[src/rtl/fetch_redirect_unit.sv]
// IF-stage PC sequencer: +4 fetch, redirect on a taken ID branch, stall hold, halt/resume.
// Optional macro BRANCH_DELAY_SLOT_EN: the IF instruction becomes a delay slot, so no IF/ID flush.
module fetch_redirect_unit #(
  parameter int                ADDR_W   = 32,
  parameter logic [ADDR_W-1:0] RESET_PC = '0,
  parameter int                CNT_W    = 16
) (
  input  logic              clk,
  input  logic              rst_n,
  input  logic              stall_if,
  input  logic              branch_valid,
  input  logic              branch_taken,
  input  logic [31:0]       branch_offset,
  input  logic [ADDR_W-1:0] id_pc,
  input  logic              halt_req,
  input  logic              resume,
  output logic [ADDR_W-1:0] pc_out,
  output logic              pc_valid,
  output logic              flush_ifid,
  output logic [CNT_W-1:0]  redirect_count,
  output logic              state_out
);

  localparam logic [0:0] RUN    = 1'b0;
  localparam logic [0:0] HALTED = 1'b1;

  logic [0:0]        state;
  logic [ADDR_W-1:0] pc;
  logic [CNT_W-1:0]  cnt;
  logic              take;
  logic [ADDR_W-1:0] byte_off;
  logic [ADDR_W-1:0] target;

  // A stalled ID re-presents its branch next cycle, so it must not redirect now.
  assign take     = branch_valid & branch_taken & ~stall_if & (state == RUN);
  assign byte_off = ADDR_W'($signed({branch_offset, 2'b00}));
  assign target   = id_pc + ADDR_W'(4) + byte_off;

  always_ff @(posedge clk or negedge rst_n) begin
    if (!rst_n) begin
      state <= RUN;
      pc    <= RESET_PC;
      cnt   <= '0;
    end else begin
      case (state)
        RUN: begin
          if (take) begin
            pc <= target;
            if (!(&cnt)) cnt <= cnt + CNT_W'(1);
          end else if (!stall_if) begin
            pc <= pc + ADDR_W'(4);
          end
          if (halt_req) state <= HALTED;
        end
        default: begin
          // Halt wins over a simultaneous resume.
          if (resume && !halt_req) state <= RUN;
        end
      endcase
    end
  end

`ifdef BRANCH_DELAY_SLOT_EN
  assign flush_ifid = 1'b0;
`else
  assign flush_ifid = take & rst_n;
`endif

  assign pc_out         = pc;
  assign pc_valid       = (state == RUN);
  assign redirect_count = cnt;
  assign state_out      = state;

endmodule

[config.mk]
export PLATFORM = sky130hd
export DESIGN_NAME = fetch_redirect_unit
export DESIGN_NICKNAME = d
export VERILOG_FILES = /design/src/rtl/fetch_redirect_unit.sv
export SDC_FILE = /design/constraint.sdc
export NUM_CORES = 1
export LEC_CHECK = 0
export CAP_MARGIN = 20
export CORE_UTILIZATION = 45
export CTS_CLUSTER_DIAMETER = 60
export DETAILED_ROUTE_END_ITERATION = 8
export PLACE_DENSITY = 0.78
export SETUP_SLACK_MARGIN = 0.1
export SLEW_MARGIN = 20
export SYNTH_ARGS = -nofsm -noshare
export SYNTH_HDL_FRONTEND = slang
export SYNTH_SLANG_ARGS = --single-unit
[constraint.sdc]
create_clock -name clk -period 2.08 [get_ports clk]
set_clock_uncertainty 0.05 [all_clocks]
set_input_delay 0.312 -clock clk [delete_from_list [all_inputs] [get_ports clk]]
set_output_delay 0.312 -clock clk [all_outputs]
set_load 0.01 [all_outputs]
# Word level (Yosys, flattened, before mapping)
# Cells that the tools add are included.
[word_totals] reg_bits=49 word_cells=25
[classes] add_sub_neg=4 n_eq_ne=1 muxes=5 bitwise=7 reduce_logical=5
[ops] op="adder 32 x 3 -> 32 bit, second input constant" n=2
[ops] op="two-way mux 32 bit" n=2
[ops] op="adder 32 bit" n=1
[ops] op="adder 16 x 1 -> 16 bit, second input constant" n=1
[ops] op="AND reduction 16 bit" n=1
[ops] op="bitwise AND 1 bit" n=4
[ops] op="two-way mux 1 bit" n=3
[ops] op="NOT 1 bit" n=3
[ops] op="AND reduction 3 bit" n=1
[ops] op="inequality test 2 x 1 -> 1 bit, second input constant" n=1
[ops] op="AND reduction 2 bit" n=1
[ops] op="logical AND 1 bit" n=1
[ops] op="logical NOT 1 bit" n=1

# Longest topological paths before layout
# Gate-level depths: netlist of run 1.
[depth] depth_word=5 depth_mapped=12 depth_no_buf=12

# Worst setup path after synthesis of run 1
# Ideal clock, no wire load.
[synth_path] path_kind="input -> register" startpoint="in branch_offset[2]" endpoint="reg pc[26] (netlist: pc_out[26])" setup_ns=0.083 arrival_ns=2.534 required_time_ns=1.947 path_slack_ns=-0.586 stages=9 path_cell_list="ha_1 -> ha_1 -> a211oi_1 -> o21ai_1 -> a2111oi_2 -> nor4_1 -> o211ai_1 -> mux2_2 -> o21ai_0"
[synth_between] elab_chain_len=2
[synth_lines] element="start, declared" line_no="13" rtl="input logic [31:0] branch_offset,"
[synth_lines] element="adder 32 bit" line_no="37" rtl="assign target = id_pc + ADDR_W'(4) + byte_off;"
[synth_lines] element="two-way mux 32 bit" line_no="47" rtl="if (take) begin"
[synth_lines] element="end signal, assigned" line_no="48" rtl="pc <= target;"
[synth_lines] element="end signal, assigned" line_no="51" rtl="pc <= pc + ADDR_W'(4);"
[synth_lines] element="end, declared" line_no="28" rtl="logic [ADDR_W-1:0] pc;"
# Every way passes these cells.
# A chain may end at the register's enable or synchronous reset.

# Worst setup path after layout of run 1
[layout_path] startpoint="in id_pc[3]" endpoint="reg pc[31] (netlist: pc_out[31])"
[layout_between] elab_chain_len=3
[layout_lines] element="start, declared" line_no="14" rtl="input logic [ADDR_W-1:0] id_pc,"
[layout_lines] element="adder 32 x 3 -> 32 bit" line_no="37"
[layout_lines] element="adder 32 bit" line_no="37"
[layout_lines] element="two-way mux 32 bit" line_no="47"
# Every way passes these cells.

==> flow_summary_export.csv, run 1 <==
group,metric,value,unit
outcome,outcome,"complete, but fails checks",
outcome,violations,"setup timing",
global_route,overflow,0,
job,drv_cap,0,
synth,synthArstFlopShare,100.0,%
route,m1WireLength,6856,microns
synth,synth_cell_types,59,
timing,rsz0062_at_grt,"yes",
hold_path,hold_class,"input port to async pin",
global_route,grt_pass1_vias,6048,
synth,synthesis.instances,563,
power_and_ir_drop,pwr-share-clk,14.7,%
timing,fmax,0.3906,GHz
cts,clock_path_buffers,2,
route,dr_wl_met3,1707,microns
timing,report.final.slew_viol_count,0,
worst_setup_path,cpPeakStageDelay,520,ps
placed_design,place_ws,-1090,ps
power_and_ir_drop,power_frac_comb,60.3,%
timing,slew_headroom,53.93,%
worst_setup_path,crit_path_cell_trace,"buf_8 -> ha_4 -> ha_4 -> fa_2 -> a21oi_4 -> nand4b_1 -> buf_4 -> a21oi_4 -> a211oi_2 -> buf_4 -> o41ai_4 -> or4_1 -> nand3_1",
synth,synth_edf_count,0,
worst_setup_path,endpoint_kind,"flip-flop",
synth,yosysSeqAreaShare,26.72,%
route,postRouteAntennaNets,0,
synth,syn-num-nets,694,
synth,avgSynthCellArea,8.149,sq um
die,rows,36,
route,drt_pre_antenna_iters,5,
worst_setup_path,cp_num_buf_inv,3,
cts,clock-sinks,49,
power_and_ir_drop,seqPwrFrac,25.0,%
placed_design,numPortBuffers,119,
worst_setup_path,worstPathMaxFanout,2,
placed_design,place_hpwl,12160,microns
timing,worst_slack,-480.2,ps
worst_setup_path,crit_required,2280,ps
synth,synth_warnings,0,
power_and_ir_drop,intPower,3.464,mW
power_and_ir_drop,power_switching,2.255,mW
cts,tritoncts,"yes",
route,via_per_inst,6.166,
worst_setup_path,criticalPathCategory,"input port to flip-flop",
route,top_layer,"met4",
worst_setup_path,slowest_stage,"or4_1",
die,fp.dieH,103.0,microns
timing,fin_crit,2560,ps
power_and_ir_drop,p_leak,3.650,nW
route,wl,19970,microns
route,wire_per_inst,20.54,microns
global_route,track_usage,36.56,%
cells_and_area,area_growth,84.81,%
placed_design,gp_congestion,0.9266,
timing,fin_crit_sh,123.1,%
synth,ys_ff_latch,49,
route,wl_met2,10010,microns
die,initial_core_util,46.73,%
cells_and_area,utilization,86.35,%
route,drcViolationCount,0,
power_and_ir_drop,irDropWorstVdd,0.4316,mV
cells_and_area,drive_gt1_share,41.48,%
cts,cts-root-buf,"clkbuf_8",
cts,cts_made_buffers,5,
cts,cts_max_level,2,
synth,syn_area,4588,sq um
worst_setup_path,worstPathArrival,2760,ps
worst_setup_path,critPathTopFamily,"simple AND/OR/NAND/NOR gates",
power_and_ir_drop,powerDensity,674.4,nW/um^2
timing,whs,68.60,ps
power_and_ir_drop,total_power,5.719,mW
global_route,grt_first_pass_wirelength,29710,microns
route,num_vias,5993,
timing,tightestPinTransition,691.1,ps
synth,synthFlopType,"dfrtp_1",
die,die_w,103.0,microns
route,drtIter0Drc,431,
cts,insertion_delay,320,ps
global_route,antenna_found_initial,0,
timing,setup_violations,23,
power_and_ir_drop,netSwitchingFraction,39.43,%
die,ioPinCount,122,
timing,final_hold_viol_count,0,
worst_setup_path,start_kind,"input port",
cells_and_area,nFillCells,528,
cells_and_area,diodes,0,
cells_and_area,fin_nets,969,
cts,path_clk_slew,100,ps
die,dieArea,10600,sq um
global_route,grt_max_degree,50,
die,core,9819,sq um
==> layout make-up <==
class	instances	area, sq um	area share, %
clock inverters	3	65.06	0.7673
well taps	133	166.4	1.963
multi-input cells	478	4442	52.38
clock buffers	5	68.82	0.8116
repair buffers	289	2455	28.95
flip-flops and latches	49	1226	14.46
inverters	15	56.30	0.6640
==> power by group through the flow <==
| stage | registers (mW) | clock network [mW] | logic (mW) |
|---|---|---|---|
| after floorplan | 1.57 | 0 | 1.12 |
| after global placement | 1.43 | 0 | 2.63 |
| after detailed placement | 1.44 | 0 | 2.70 |
| after CTS | 1.42 | 0.819 | 3.09 |
| after global routing | 1.45 | 0.862 | 3.66 |
| final | 1.43 | 0.840 | 3.45 |
==> final timing paths <==
kind / from / endpoint / slack, ps / cells past startpoint
min in group clk: branch_offset[0] / pc_out[2] / 380 / 4
max in group asynchronous: rst_n / pc_out[30] / 1480 / 2
hold reg to reg: redirect_count[6] / redirect_count[6] / 460 / 1
hold / removal: rst_n / pc_out[7] / 70 / 2
setup reg to reg: pc_out[2] / pc_out[16] / -470 / 8
setup / recovery: id_pc[3] / pc_out[31] / -480 / 13
==> flip-flops by register name, summed over array words and instances (netlist names) <==
| name | count |
|---|---|
| pc_out | 32 |
| redirect_count | 16 |
| state_out | 1 |
==> placed cells by master (no fill, tap or decap), types with 5 or more instances in the layout <==
cell,netlist,routed
buf_4,0,153
clkdlybuf4s50_1,0,69
nand2_1,60,59
dfrtp_1,49,49
ha_4,0,47
a21oi_1,59,42
nor2_1,41,36
nand3_1,32,30
buf_6,0,20
o21ai_0,37,18
dlygate4sd2_1,0,15
xnor2_1,20,14
o21ai_1,3,13
nand4_1,13,13
and3_1,16,13
a21o_1,14,13
xor2_1,15,11
inv_1,15,11
a21oi_2,0,11
ha_1,59,11
buf_2,3,11
clkdlybuf4s15_1,0,11
nor3_1,12,10
a31oi_1,7,6
a21oi_4,0,6
a211oi_2,1,5
o22ai_1,5,5
nor4_1,6,5
o21ai_2,0,5
clkbuf_8,0,5
clkbuf_2,0,5
==> cells in the mapped netlist, drive strengths merged (2+ instances only) <==
library cell / instances / share of area [%]
a22oi: 2 / 0.33
nor3: 12 / 1.3
o221ai: 2 / 0.38
o21bai: 7 / 1.1
o41ai: 2 / 0.38
a31oi: 7 / 0.95
xor2: 15 / 2.9
nand2: 60 / 4.9
clkbuf: 18 / 1.5
a211oi: 9 / 1.6
o22ai: 5 / 0.68
a21oi: 59 / 6.4
a31o: 3 / 0.57
nor2b: 2 / 0.27
and2: 4 / 0.55
o21a: 2 / 0.33
nor2: 43 / 3.6
dfrtp: 49 / 27
o31ai: 3 / 0.49
ha: 59 / 16
or3: 4 / 0.55
a211o: 3 / 0.57
o21ai: 40 / 4.4
nand4: 15 / 2.5
xnor2: 20 / 3.8
mux2i: 4 / 0.87
a21o: 14 / 2.3
buf: 3 / 0.33
o211ai: 3 / 0.49
and3: 16 / 2.2
a221oi: 3 / 0.57
and4: 3 / 0.57
nand3: 32 / 3.5
inv: 15 / 1.2
nor4: 7 / 1.3
==> through the flow <==
| step | area [sq um] | instances | setup TNS [ps] |
|---|---|---|---|
| 3_5_place_dp | 7219 | 928 | -22170 |
| 6_report | 8479 | 972 | -7479 |
| 4_1_cts | 8215 | 966 | -3763 |
| 5_1_grt | 8479 | 972 | -10840 |
| 2_1_floorplan | 4954 | 563 | -3529 |
| 3_3_place_gp | 7219 | 928 | -20360 |
==> kinds of logic after synthesis <==
logic type	count (synthesis)	synth area share [%]
compound gates	174	23.70
buf+inv	36	3.027
xor+xnor	35	6.681
mux	5	1.118
fa+ha+maj	60	16.53
simple gates	204	22.23
flops	49	26.72
==> metal layers <==
layer,track usage [%],vias to the layer above
met4,20.48,0
li1,-,2640
met2,65.85,401
met5,0,-
met3,6.780,145
met1,40.45,2807
==> worst register-to-register path, stage by stage (launching register included) <==
cell and delay [ps]:
dfrtp_1 430, ha_1 230, and3_1 210, and3_1 260, buf_4 180, nand2_1 100, o21ai_1 550, a21oi_1 190
a211oi_1 250
==> repair_timing <==
action,in CTS,in global routing
pin swaps,111,51
resized for setup,216,58
setup endpoints to repair,28,30
hold buffers,0,0
buffers inserted,31,14
Power figures use the tool's default switching activity.
==> inputs of run 2 (changes only) <==
CAP_MARGIN = 10   (was 20)
==> results of run 2 <==
No change in the layout: final DEF, timing and power equal those of run 1.
==> inputs of run 3 (changes only) <==
ABC_AREA = 1   (was default)
CORE_UTILIZATION = 48   (was 45)
PLACE_DENSITY = 0.79   (was 0.78)
RECOVER_POWER = 25   (was default)
==> run 3 against run 2 <==
The run still ends with setup timing left; combinational power down 2%; final area up 6.2%; critical path depth up 1; setup slack improved by 430 ps; synthesized cell count is 69% higher; cell count up 32%; global-route usage down 6.8 points; via count rose by 20%; register-to-register slack gained 700 ps; non-clock buffer count fell by 100; critical path type unchanged; largest cell class unchanged; largest power group unchanged; highest routed layer unchanged.
==> flow_summary_export.csv, run 3 <==
group,metric,value,unit
synth,synth_top_area_share,22.38,%
die,dieArea,12250,sq um
worst_setup_path,crit_required,2260,ps
outcome,outcome,"complete, but fails checks",
timing,tightestPinTransition,1227,ps
die,core,11470,sq um
synth,synthesis.instances,952,
placed_design,place_area,7420,sq um
cts,cts_made_buffers,5,
synth,avgSynthCellArea,5.954,sq um
die,die_w,110.7,microns
route,postRouteAntennaNets,0,
worst_setup_path,worstPathArrival,2310,ps
timing,report.final.slew_viol_count,0,
global_route,antenna_found_initial,0,
timing,final_hold_viol_count,0,
placed_design,gp_congestion,0.9460,
route,via_per_inst,5.610,
synth,synth_warnings,0,
synth,synthTopCellsByCount,"338 x nand2_1, 149 x inv_1, 113 x nor2_1",
synth,synthFlopType,"dfrtp_1",
route,num_vias,7187,
cells_and_area,area_growth,58.87,%
worst_setup_path,cpPeakStageDelay,270,ps
die,initial_core_util,49.43,%
cts,clock-sinks,49,
cells_and_area,drive_gt1_share,27.42,%
power_and_ir_drop,netSwitchingFraction,43.99,%
route,drtIter0Drc,685,
global_route,grt_pass1_vias,6512,
global_route,grt_max_degree,50,
route,drt_pre_antenna_iters,5,
cells_and_area,final_cell_mix,"269 x nand2_1, 140 x inv_1, 84 x nor2_1",
route,wire_per_inst,16.18,microns
cts,cts_max_level,2,
worst_setup_path,path_common_cell,"nand2_1",
worst_setup_path,worstPathMaxFanout,4,
die,fp.dieH,110.7,microns
die,ioPinCount,122,
cells_and_area,layout_commonest_cell,"nand2_1",
worst_setup_path,endpoint_kind,"flip-flop",
timing,fin_crit,2126,ps
cells_and_area,largest_reg_flops,32,
cts,path_clk_slew,70,ps
synth,yosysMostFrequentCell,"nand2_1",
timing,fin_crit_sh,102.2,%
synth,ys_ff_latch,49,
cells_and_area,regArea,1230,sq um
cells_and_area,multiInputGateArea,5144,sq um
power_and_ir_drop,seqPwrFrac,26.7,%
power_and_ir_drop,power_switching,2.516,mW
timing,whs,415.5,ps
synth,synth_top_area_cell,"nand2_1",
timing,rsz0062_at_grt,"yes",
placed_design,place_hpwl,13190,microns
cells_and_area,fin_nets,1268,
hold_path,hold_class,"input port to async pin",
global_route,track_usage,29.71,%
route,drcViolationCount,0,
cts,clock_path_buffers,2,
power_and_ir_drop,p_leak,4.337,nW
timing,worst_slack,-46.37,ps
power_and_ir_drop,irDropWorstVdd,0.5502,mV
route,wl,20730,microns
synth,synth_cell_types,38,
cells_and_area,diodes,0,
worst_setup_path,crit_path_cell_trace,"clkdlybuf4s15_1 -> ha_4 -> ha_4 -> nand2_4 -> inv_1 -> nand2_1 -> nand2_2 -> nand2_1 -> nand3b_1 -> nand2_1 -> nand2_1 -> nand2_1 -> nand3_2 -> a21oi_2",
timing,slew_headroom,18.21,%
timing,fmax,0.4703,GHz
outcome,violations,"setup timing",
synth,yosysSeqAreaShare,21.63,%
cts,hold_buffers,0,
worst_setup_path,slowest_stage,"ha_4",
die,rows,39,
synth,synth_area_leaders,"nand2_1 22%, dfrtp_1 22%, ha_1 13%",
power_and_ir_drop,powerDensity,635.1,nW/um^2
cts,cts-root-buf,"clkbuf_16",
cts,tritoncts,"yes",
power_and_ir_drop,power_frac_comb,58.9,%
global_route,overflow,0,
job,drv_cap,0,
power_and_ir_drop,intPower,3.203,mW
synth,synthArstFlopShare,100.0,%
worst_setup_path,start_kind,"input port",
cts,insertion_delay,300,ps
cells_and_area,nFillCells,754,
timing,setup_violations,1,
placed_design,numPortBuffers,119,
global_route,grt_first_pass_wirelength,29810,microns
synth,syn-num-nets,1083,
synth,synth_edf_count,0,
synth,syn_area,5668,sq um
worst_setup_path,criticalPathCategory,"input port to flip-flop",
power_and_ir_drop,pwr-share-clk,14.4,%
cells_and_area,final_cell_area,9005,sq um
[run 3: changes by cell type after synthesis, sizes merged, moves of 8 or more]
cell    change
o21ai      -17
a21o       -13
nand2     +281
clkbuf     -13
nand3      +26
and3       -16
xnor2      -17
nand3b     +12
nor2       +79
inv       +140
a211oi      -8
[run 3: logic make-up (layout without fill, tap and decap cells)]
family                   count (synthesis)  count (layout)  synth area share, %
AND/OR/NAND/NOR                        564             564                41.83
buffers and inverters                  166             352                11.15
flip-flops                              49              49                21.63
AO/OA/AOI/OAI                           93              93                8.918
XOR/XNOR                                20              20                3.091
adder cells (fa/ha/maj)                 60              60                13.38
[run 3: path summary, 6_finish.rpt]
check                            startpoint    endpoint  slack, ps  depth (start not counted)
hold / removal                        rst_n   pc_out[7]        420                          2
max in group asynchronous             rst_n   pc_out[2]        750                          2
setup reg to reg                  pc_out[2]  pc_out[18]        230                         11
min in group clk                  pc_out[1]   pc_out[1]        420                          2
hold reg to reg                   pc_out[1]   pc_out[1]        420                          2
setup / recovery           branch_offset[6]  pc_out[30]        -50                         14
[run 3: power by group through the flow]
stage | Clock (mW) | Combinational, mW | Sequential [mW]
floorplan | 0 | 1.37 | 1.55
global placement | 0 | 2.53 | 1.52
detailed placement | 0 | 2.57 | 1.52
CTS | 0.838 | 2.98 | 1.51
global route | 0.873 | 3.66 | 1.57
finish | 0.822 | 3.37 | 1.53
[run 3: worst max-delay path: cells and delay by family]
family | cells | cell delay (ps)
AO/OA/AOI/OAI | 1 | 140
AND/OR/NAND/NOR | 9 | 1020
buffers and inverters | 2 | 280
adder cells (fa/ha/maj) | 2 | 530
[run 3: layout make-up]
type	instances	area share (%)
well taps	143	1.987
clock inverters	3	0.2501
clock buffers	5	1.389
repair buffers	189	19.08
multi-input cells	737	57.12
inverters	155	6.517
flip-flops and latches	49	13.66
[run 3: metal layers]
metal / wire length, microns / track usage, % / vias up
met5: 0 / 0 / -
met4: 1169 / 11.82 / 0
met3: 1717 / 3.609 / 126
met2: 10080 / 53.62 / 461
met1: 7766 / 35.67 / 3230
li1: - / - / 3370
[run 3: repair_timing]
item / 4_1_cts / 5_1_grt
endpoints found under the hold margin: 0 / 0
resized for setup: 197 / 133
setup endpoints to repair: 26 / 25
buffers inserted: 11 / 8
pin swaps: 100 / 81
[run 3: metrics by stage]
step	std cells	total power, mW	TNS, ps	setup slack (ps)	utilization [%]
detailed placement	1254	4.095	-12540	-607.9	64.70
global placement	1254	4.047	-11590	-580.7	64.70
CTS	1273	5.320	0	88.53	74.25
finish	1281	5.719	-46.37	-46.37	78.53
global route	1281	6.096	-95.59	-83.30	78.53
floorplan	952	2.922	0	87.61	-
